**src/rtl/source_switch_pkg.sv**
```systemverilog
// Shared types and defaults for the source switch sequencer.
// The feature macro SOURCE_SWITCH_FRONTEND_RESET_EN is consumed in source_switch_sequencer.sv.
package source_switch_pkg;

   localparam int CNT_W = 16;

   localparam int MUTE_CYCLES_DEF   = 4096;
   localparam int RESET_CYCLES_DEF  = 8192;
   localparam int SETTLE_CYCLES_DEF = 16384;
   localparam int LRCK_TIMEOUT_DEF  = 65535;

   typedef logic [CNT_W-1:0] cnt_t;

   typedef enum logic [2:0] {
      ST_IDLE   = 3'd0,
      ST_MUTE   = 3'd1,
      ST_FRST   = 3'd2,
      ST_SWITCH = 3'd3,
      ST_SETTLE = 3'd4,
      ST_UNMUTE = 3'd5
   } sw_state_t;

endpackage

```
**src/rtl/lrck_edge_sync.sv**
```systemverilog
// Brings the foreign-domain lrck into clk through two flops and flags its rising edge.
module lrck_edge_sync (
   input  logic clk,
   input  logic reset,
   input  logic lrck,
   output logic rise
);

   logic meta_r;
   logic sync_r;
   logic prev_r;

   // synchroniser chain plus one delay flop for edge detection
   always_ff @(posedge clk or negedge reset) begin
      if (!reset) begin
         meta_r <= 1'b0;
         sync_r <= 1'b0;
         prev_r <= 1'b0;
      end else begin
         meta_r <= lrck;
         sync_r <= meta_r;
         prev_r <= sync_r;
      end
   end

   assign rise = sync_r & ~prev_r;

endmodule

```
**src/rtl/source_switch_sequencer.sv**
```systemverilog
// Mute / front-end reset / switch / settle / unmute sequencer for audio source changes.
// Define SOURCE_SWITCH_FRONTEND_RESET_EN to drive frontend_rst_n low during FRST and SWITCH.
module source_switch_sequencer
   import source_switch_pkg::*;
#(
   parameter int MUTE_CYCLES   = MUTE_CYCLES_DEF,
   parameter int RESET_CYCLES  = RESET_CYCLES_DEF,
   parameter int SETTLE_CYCLES = SETTLE_CYCLES_DEF,
   parameter int LRCK_TIMEOUT  = LRCK_TIMEOUT_DEF
) (
   input  logic clk,
   input  logic reset,
   input  logic sel_in,
   input  logic sel_changed,
   input  logic lrck,
   output logic mute,
   output logic frontend_rst_n,
   output logic active_sel,
   output logic busy
);

`ifdef SOURCE_SWITCH_FRONTEND_RESET_EN
   localparam logic FE_RESET_EN = 1'b1;
`else
   localparam logic FE_RESET_EN = 1'b0;
`endif

   // without the front-end reset FRST collapses to a single cycle
   localparam cnt_t MUTE_LAST   = cnt_t'(MUTE_CYCLES - 32'sd1);
   localparam cnt_t FRST_LAST   = FE_RESET_EN ? cnt_t'(RESET_CYCLES - 32'sd1) : cnt_t'(32'sd0);
   localparam cnt_t SETTLE_LAST = cnt_t'(SETTLE_CYCLES - 32'sd1);
   localparam cnt_t TO_LAST     = cnt_t'(LRCK_TIMEOUT - 32'sd1);

   sw_state_t state_r;
   sw_state_t state_s;
   cnt_t      cnt_r;
   cnt_t      cnt_s;
   logic      sel_changed_d_r;
   logic      sel_event_s;
   logic      lrck_rise_s;
   logic      mute_s;
   logic      frontend_rst_n_s;
   logic      active_sel_s;
   logic      busy_s;

   lrck_edge_sync u_lrck_sync (
      .clk   (clk),
      .reset (reset),
      .lrck  (lrck),
      .rise  (lrck_rise_s)
   );

   // next state, shared counter and next output values
   always_comb begin
      state_s     = state_r;
      sel_event_s = (sel_changed & ~sel_changed_d_r) | (sel_in != active_sel);

      case (state_r)
         ST_IDLE: begin
            if (sel_event_s) begin
               state_s = ST_MUTE;
            end else begin
               state_s = ST_IDLE;
            end
         end
         ST_MUTE: begin
            if (cnt_r == MUTE_LAST) begin
               state_s = ST_FRST;
            end else begin
               state_s = ST_MUTE;
            end
         end
         ST_FRST: begin
            if (cnt_r == FRST_LAST) begin
               state_s = ST_SWITCH;
            end else begin
               state_s = ST_FRST;
            end
         end
         ST_SWITCH: begin
            state_s = ST_SETTLE;
         end
         ST_SETTLE: begin
            if (sel_event_s) begin
               state_s = ST_FRST;
            end else if (cnt_r == SETTLE_LAST) begin
               state_s = ST_UNMUTE;
            end else begin
               state_s = ST_SETTLE;
            end
         end
         ST_UNMUTE: begin
            // a new selection outranks a simultaneous lrck edge
            if (sel_event_s) begin
               state_s = ST_FRST;
            end else if (lrck_rise_s || (cnt_r == TO_LAST)) begin
               state_s = ST_IDLE;
            end else begin
               state_s = ST_UNMUTE;
            end
         end
         default: begin
            state_s = ST_FRST;
         end
      endcase

      if ((state_s != state_r) || (state_s == ST_IDLE)) begin
         cnt_s = {CNT_W{1'b0}};
      end else begin
         cnt_s = cnt_r + cnt_t'(32'sd1);
      end

      mute_s           = (state_s != ST_IDLE);
      busy_s           = (state_s != ST_IDLE);
      frontend_rst_n_s = ~(FE_RESET_EN & ((state_s == ST_FRST) | (state_s == ST_SWITCH)));

      if (state_r == ST_SWITCH) begin
         active_sel_s = sel_in;
      end else begin
         active_sel_s = active_sel;
      end
   end

   // state, counter and registered outputs
   always_ff @(posedge clk or negedge reset) begin
      if (!reset) begin
         state_r         <= ST_FRST;
         cnt_r           <= {CNT_W{1'b0}};
         sel_changed_d_r <= 1'b0;
         mute            <= 1'b1;
         frontend_rst_n  <= ~FE_RESET_EN;
         active_sel      <= 1'b0;
         busy            <= 1'b1;
      end else begin
         state_r         <= state_s;
         cnt_r           <= cnt_s;
         sel_changed_d_r <= sel_changed;
         mute            <= mute_s;
         frontend_rst_n  <= frontend_rst_n_s;
         active_sel      <= active_sel_s;
         busy            <= busy_s;
      end
   end

endmodule

```
**config.mk**
```make
export PLATFORM = sky130hd
export DESIGN_NAME = source_switch_sequencer
export DESIGN_NICKNAME = d
export VERILOG_FILES = /design/src/rtl/source_switch_pkg.sv /design/src/rtl/lrck_edge_sync.sv /design/src/rtl/source_switch_sequencer.sv
export SDC_FILE = /design/constraint.sdc
export NUM_CORES = 1
export LEC_CHECK = 0
export ABC_CLOCK_PERIOD_IN_PS = 2300
export BUFFER_PORTS_ARGS = -buffer_cell sky130_fd_sc_hd__buf_2
export CAP_MARGIN = 20
export CORE_MARGIN = 5
export CORE_UTILIZATION = 50
export DETAILED_ROUTE_END_ITERATION = 8
export GPL_ROUTABILITY_DRIVEN = 0
export PLACE_DENSITY = 0.79
export SLEW_MARGIN = 15
export SYNTH_ARGS = -nofsm -noshare
export SYNTH_HDL_FRONTEND = slang
export SYNTH_SLANG_ARGS = --single-unit
```
**constraint.sdc**
```tcl
create_clock -name clk -period 2.3 [get_ports clk]
set_input_delay 0.345 -clock clk [delete_from_list [all_inputs] [get_ports clk]]
set_output_delay 0.345 -clock clk [all_outputs]
set_load 0.02 [all_outputs]
```
== Yosys cells after proc, flatten, opt, wreduce, memory -nomap -nowiden ==
Cells that the tools add are included.

* Bits in registers: 25
* Input bits: 5
* Output and inout bits: 4
* Logic and storage cells: 39

* $add $sub $neg: 1
* Eq/ne operators: 10
* Multiplexer cells: 9
* Bitwise gates (word level): 5
* Reductions and logical operators: 6

{| class="wikitable"
|+ Operators with widths
! kind !! count
|-
| one-hot mux 3 bit (6 select lines) || 1
|-
| adder 16 x 1 -> 16 bit (second input constant) || 1
|-
| equality test 16 x 12 -> 1 bit (second input constant) || 1
|-
| equality test 16 x 14 -> 1 bit (second input constant) || 1
|-
| equality test 16 bit (second input constant) || 1
|-
| zero test 16 bit || 1
|-
| two-way mux 16 bit || 1
|-
| two-way mux 3 bit || 3
|-
| equality test 3 x 2 -> 1 bit (second input constant) || 2
|-
| equality test 3 bit (second input constant) || 2
|-
| zero test 3 bit || 2
|-
| equality test 3 x 1 -> 1 bit (second input constant) || 1
|-
| two-way mux 1 bit || 3
|-
| != test 3 bit || 1
|-
| nonzero test 3 bit || 1
|-
| bitwise AND 1 bit || 2
|-
| logical OR 1 bit || 2
|-
| two-way mux 2 bit || 1
|-
| inverter 1 bit || 2
|-
| != test 1 bit || 1
|-
| OR 1 bit || 1
|}

== Longest topological paths before layout ==
* Depth in word-level cells: 9
* Depth in mapped cells: 8
* Gate-level depth less buffers: 7

== By module ==
Synthesis repeated with hierarchy kept, for this count alone.

* Cells, all modules: 148
* Area, all modules: 1433.9 µm²

{| class="wikitable"
|+ By module, submodules not included
! module !! instances !! cells an instance !! area an instance (µm²) !! sequential area each (µm²)
|-
| source_switch_sequencer || 1 || 144 || 1345.0 || 553.0
|-
| lrck_edge_sync || 1 || 4 || 88.8 || 75.1
|}

== Worst setup path after synthesis ==
OpenSTA, ideal clock, no wires.

* Path type: register to register
* Start: reg active_sel
* End: reg cnt_r[0]
* Library setup time: 126 ps
* Data arrival time: 1908 ps
* Required time: 2174 ps
* Slack: 266 ps
* Cell stages (with the launch flop): 7
* Buffers on the path: 1
* Clock period less this slack: 2034 ps
* Cell sequence: dfrtp_1 -> xor2_1 -> or4b_1 -> or3_4 -> nand2_4 -> buf_6 -> o22ai_1

* Longest elaborated chain between the ends: 7
* Elaborated cells on any way between the ends: 10
* Those cells by class: eq/ne: 2; mux: 5; bitwise: 1; reduce/logical: 2

{| class="wikitable"
|+ RTL lines
! item !! RTL line !! text
|-
| start, declared || source_switch_sequencer.sv:18 || <nowiki>output logic active_sel,</nowiki>
|-
| start signal, assigned || source_switch_sequencer.sv:140 || <nowiki>active_sel <= active_sel_s;</nowiki>
|-
| != test 1 bit * || source_switch_sequencer.sv:56 || <nowiki>sel_event_s = (sel_changed & ~sel_changed_d_r) | (sel_in != active_sel);</nowiki>
|-
| OR 1 bit * || source_switch_sequencer.sv:56 ||
|-
| two-way mux 3 bit, or another cell as far along || source_switch_sequencer.sv:94 || <nowiki>if (sel_event_s) begin</nowiki>
|-
| one-hot mux 3 bit (6 select lines) * || source_switch_sequencer.sv:58 || <nowiki>case (state_r)</nowiki>
|-
| != test 3 bit or zero test 3 bit (tied branches) || source_switch_sequencer.sv:107 || <nowiki>if ((state_s != state_r) || (state_s == ST_IDLE)) begin</nowiki>
|-
| logical OR 1 bit * || source_switch_sequencer.sv:107 ||
|-
| two-way mux 16 bit * || source_switch_sequencer.sv:107 ||
|-
| via cnt_s[0] || source_switch_sequencer.sv:37 || <nowiki>cnt_t cnt_s;</nowiki>
|-
| end signal, assigned || source_switch_sequencer.sv:128 || <nowiki>cnt_r <= {CNT_W{1'b0}};</nowiki>
|-
| end signal, assigned || source_switch_sequencer.sv:136 || <nowiki>cnt_r <= cnt_s;</nowiki>
|-
| end, declared || source_switch_sequencer.sv:36 || <nowiki>cnt_t cnt_r;</nowiki>
|}

The timed path passes the listed nets; every way through them passes the cells marked *.
A chain may end at the register's enable or synchronous reset.

== Final worst setup path ==
* Start: reg cnt_r[1]
* End: reg cnt_r[0]

* Longest elaborated chain between the ends: 8
* Elaborated cells on any way between the ends: 16
* Those cells by class: eq/ne: 4; mux: 8; reduce/logical: 4

{| class="wikitable"
|+ RTL lines
! item !! RTL line !! text
|-
| equality test 16 bit || source_switch_sequencer.sv:96 || <nowiki>end else if (lrck_rise_s || (cnt_r == TO_LAST)) begin</nowiki>
|-
| logical OR 1 bit || source_switch_sequencer.sv:96 ||
|-
| two-way mux 3 bit || source_switch_sequencer.sv:96 ||
|-
| two-way mux 3 bit || source_switch_sequencer.sv:94 ||
|-
| one-hot mux 3 bit (6 select lines) * || source_switch_sequencer.sv:58 ||
|-
| != test 3 bit or zero test 3 bit (tied branches) || source_switch_sequencer.sv:107 ||
|-
| logical OR 1 bit * || source_switch_sequencer.sv:107 ||
|-
| two-way mux 16 bit * || source_switch_sequencer.sv:107 ||
|-
| via cnt_s[0] || source_switch_sequencer.sv:37 ||
|}

Marks and branches as above.

==> key figures <==
Setup path
  • Crit-path cells: ha_1 -> inv_1 -> or4_4 -> or3_4 -> nand2_4 -> o22ai_1
  • Reg2reg path depth: 6
  • CP startpoint kind: flip-flop
  • Critical Path AT: 2330 ps
  • Worst path depth: 6
  • CP max-delay cell: or4_4
  • Crit-path leading delay family: simple AND/OR/NAND/NOR gates
  • Capturing point of the worst reg2reg path: cnt_r[0]
  • Required time worst endpoint: 2500 ps
  • Reg2Reg Setup Slack: 180 ps
  • Kind of end point of the critical path: flip-flop
  • Crit path buf inv count: 1
  • Critical path peak fanout: 16
  • CP max stage delay: 550 ps
  • Worst r2r src: cnt_r[1]
  • Kind of critical path: reg -> reg

Yosys
  • Xor/xnor share of the synthesized area: 9.16%
  • Yosys top cell area share: 43.0%
  • Ys async rst share: 100%
  • Number of flops mapped to enable cells by yosys: 0
  • Cell taking the most area after synthesis: dfrtp_1
  • Largest family of logic cells by synthesized area: simple AND/OR/NAND/NOR gates
  • Main synth FF type: dfrtp_1
  • Share of synthesized cell area in and, or, nand and nor gates: 29.0%
  • Sequential share of the synthesized area: 46.9%
  • Synth warn: 0
  • Post-synth top cells: dfrtp_1 (23), nor3_1 (15), nand2_1 (11), xor2_1 (9), inv_1 (6)
  • Number of synthesized register bits: 25
  • Compound-cell area share of the yosys netlist: 6.54%
  • Area share of fa/ha/maj cells after synthesis: 2.80%
  • Mean Syn Cell Area: 10.2 um^2
  • Synth Cell Area: 0.00134 mm^2
  • Post-synthesis instance total: 131
  • Multiplexer share of the synthesized area: 0.841%
  • Cell with the most instances after synthesis: dfrtp_1
  • Ranking of synthesized cells by area: dfrtp_1 (43%), xor2_1 (5.9%), nor3_1 (5.6%), dfstp_2 (3.9%), xnor2_1 (3.3%)
  • Synthesized Nets: 139
  • Unique cell type count in the Yosys netlist: 43

STA
  • Post-route clock period utilization: 92.4%
  • Clock Skew: 2.58 ps
  • RSZ-0062 raised after global routing: no
  • Max Fclk: 471 MHz
  • Worst-Margin Slew: 552 ps
  • Final setup violation count: 0
  • Slew headroom: 63.2%
  • Min Tclk post-route: 2120 ps
  • Hold Slack: -3.81 ps
  • Fin Setup TNS: 0 ps
  • Endpoints failing hold: 11
  • Slew Viols, Final: 0

CTS
  • Hold buffer count at CTS: 0
  • Clk sinks: 25
  • Post-CTS Setup Bufs: 0
  • Root Driver: clkbuf_4
  • CTS Buffer Depth: 2
  • Clock Latency Late Sink: 310 ps
  • CTS H-tree depth: 1
  • Clock-pin transition on the worst setup and hold timing paths: 130 ps
  • Post_cts resized: 0
  • CTS Buf Count: 3
  • CTS tree: yes

Die
  • Die height: 61.7 um
  • Starting Density: 53.1%
  • Die W: 61.7 um
  • Ports: 9
  • Standard-cell row count: 18
  • Area of the core: 0.00252 mm^2
  • Die area: 0.00381 mm^2

Route
  • Vias per cell: 5.80
  • Wire per inst: 14.7 um
  • DRT iter0 DRCs: 11
  • DRC: 0
  • Via count: 991
  • Final ANT Viol Nets: 0
  • DRT Wirelength: 2.52 mm
  • DRT Pass-1 Iters: 6

Flow run
  • Max-cap violation count: 0

Final layout
  • Finished Cell Area: 0.00143 mm^2
  • Final Non-Filler Cells: 171
  • Ratio of cells with drive above 1 in the final layout: 17.7%
  • Fillers: 223
  • Fin nets: 150
  • Area delta synth->final: 6.82%
  • Diode count: 0

Outcome
  • Status: finished with violations
  • Violated checks: negative hold slack

Worst hold path
  • Hold Crit Class: in -> async

Global routing
  • Total track usage: 15.1%
  • Total global routing overflow: 0
  • First-pass GRT wire length: 4.29 mm
  • Vias in the first global route: 946
  • Initial antenna violation count: 0
  • Largest net degree at the start of global routing: 26

Placed design
  • Post-detail-place hpwl: 1.85 mm
  • Placed Area: 0.00140 mm^2
  • Placed cells: 167
  • PortBufs: 7

Pwr
  • Peak VDD IR: 0.000709 V
  • P per Cell Area: 920 mW/mm^2
  • Design Power: 1.32 mW
  • Static Leak: 0.636 nW
[how the worst max path moves through the flow]
stage | endpoint | slack, ps | startpoint
2_1_floorplan | cnt_r[0] | 270 | active_sel
3_3_place_gp | cnt_r[5] | 200 | sel_in
3_5_place_dp | cnt_r[5] | 180 | sel_in
4_1_cts | cnt_r[0] | 170 | cnt_r[1]
5_1_grt | cnt_r[5] | 20 | active_sel
6_report | cnt_r[0] | 180 | cnt_r[1]
[metal layers]
metal | vias to the layer above | wire [um] | GRT usage, %
met2 | 17 | 1140 | 22.6
met4 | 0 | 26 | 3.64
met1 | 477 | 1240 | 22.9
li1 | 493 | - | -
met5 | - | 0 | 0
met3 | 4 | 114 | 2.48
[per-stage QoR]
| step | setup WS, ps | utilization (%) |
|---|---|---|
| final | 176 | 56.7 |
| after global routing | 22.6 | 56.7 |
| after CTS | 171 | 56.7 |
| after detailed placement | 177 | 55.7 |
| after global placement | 197 | 55.7 |
| after floorplan | 266 | - |
[logic make-up (layout without fill, tap and decap cells)]
logic type / count (synthesis) / in the layout
other: 1 / 1
AOI/OAI and AO/OA: 13 / 13
DFF: 25 / 25
and+or+nand+nor: 63 / 63
xor gates and xnor gates: 14 / 14
muxes: 1 / 1
buffers and inverters: 11 / 21
adders and majority gates: 3 / 3
[layout make-up]
| cell class | count | area [um^2] | share of cell area [%] |
|---|---|---|---|
| sequential | 25 | 628 | 43.9 |
| multi-input combinational | 95 | 651 | 45.5 |
| tap | 30 | 37.5 | 2.62 |
| clock buffer | 4 | 26.3 | 1.84 |
| inverter | 6 | 22.5 | 1.57 |
| timing repair buffer | 11 | 65.1 | 4.55 |
[layout by cell type, fill, tap and decap left out, types with 2 or more instances in the layout]
master    Yosys  layout
and3_1        2       2
buf_2         0       7
buf_4         3       4
clkbuf_4      0       3
dfrtp_1      23      23
dfstp_2       2       2
ha_1          3       3
inv_1         6       6
nand2_1      11      11
nand3_1       4       4
nand3b_1      2       2
nand4_1       4       4
nand4_2       2       2
nor2_1        3       3
nor3_1       15      15
nor4_1        5       5
o21ai_0       4       4
or3_1         2       2
or4b_1        2       2
xnor2_1       5       5
xor2_1        9       9
[flip-flops by register name (all words and copies together) (netlist names)]
name,count
active_sel,1
busy,1
cnt_r,16
sel_changed_d_r,1
state_r,3
u_lrck_sync.meta_r,1
u_lrck_sync.prev_r,1
u_lrck_sync.sync_r,1
[where the power goes]
| part | internal (mW) | total (mW) | switching, mW |
|---|---|---|---|
| Clock | 0.0677 | 0.196 | 0.129 |
| Combinational | 0.206 | 0.518 | 0.312 |
| Sequential | 0.518 | 0.601 | 0.0830 |
| Total | 0.792 | 1.32 | 0.524 |
[worst reg2reg max path, cell delays in order, from the launching register on]
cell     delay [ps]
dfrtp_1         420
ha_1            260
inv_1           110
or4_4           550
or3_4           400
nand2_4         170
o22ai_1         110
No activity file was read; power rests on OpenSTA's default activity.
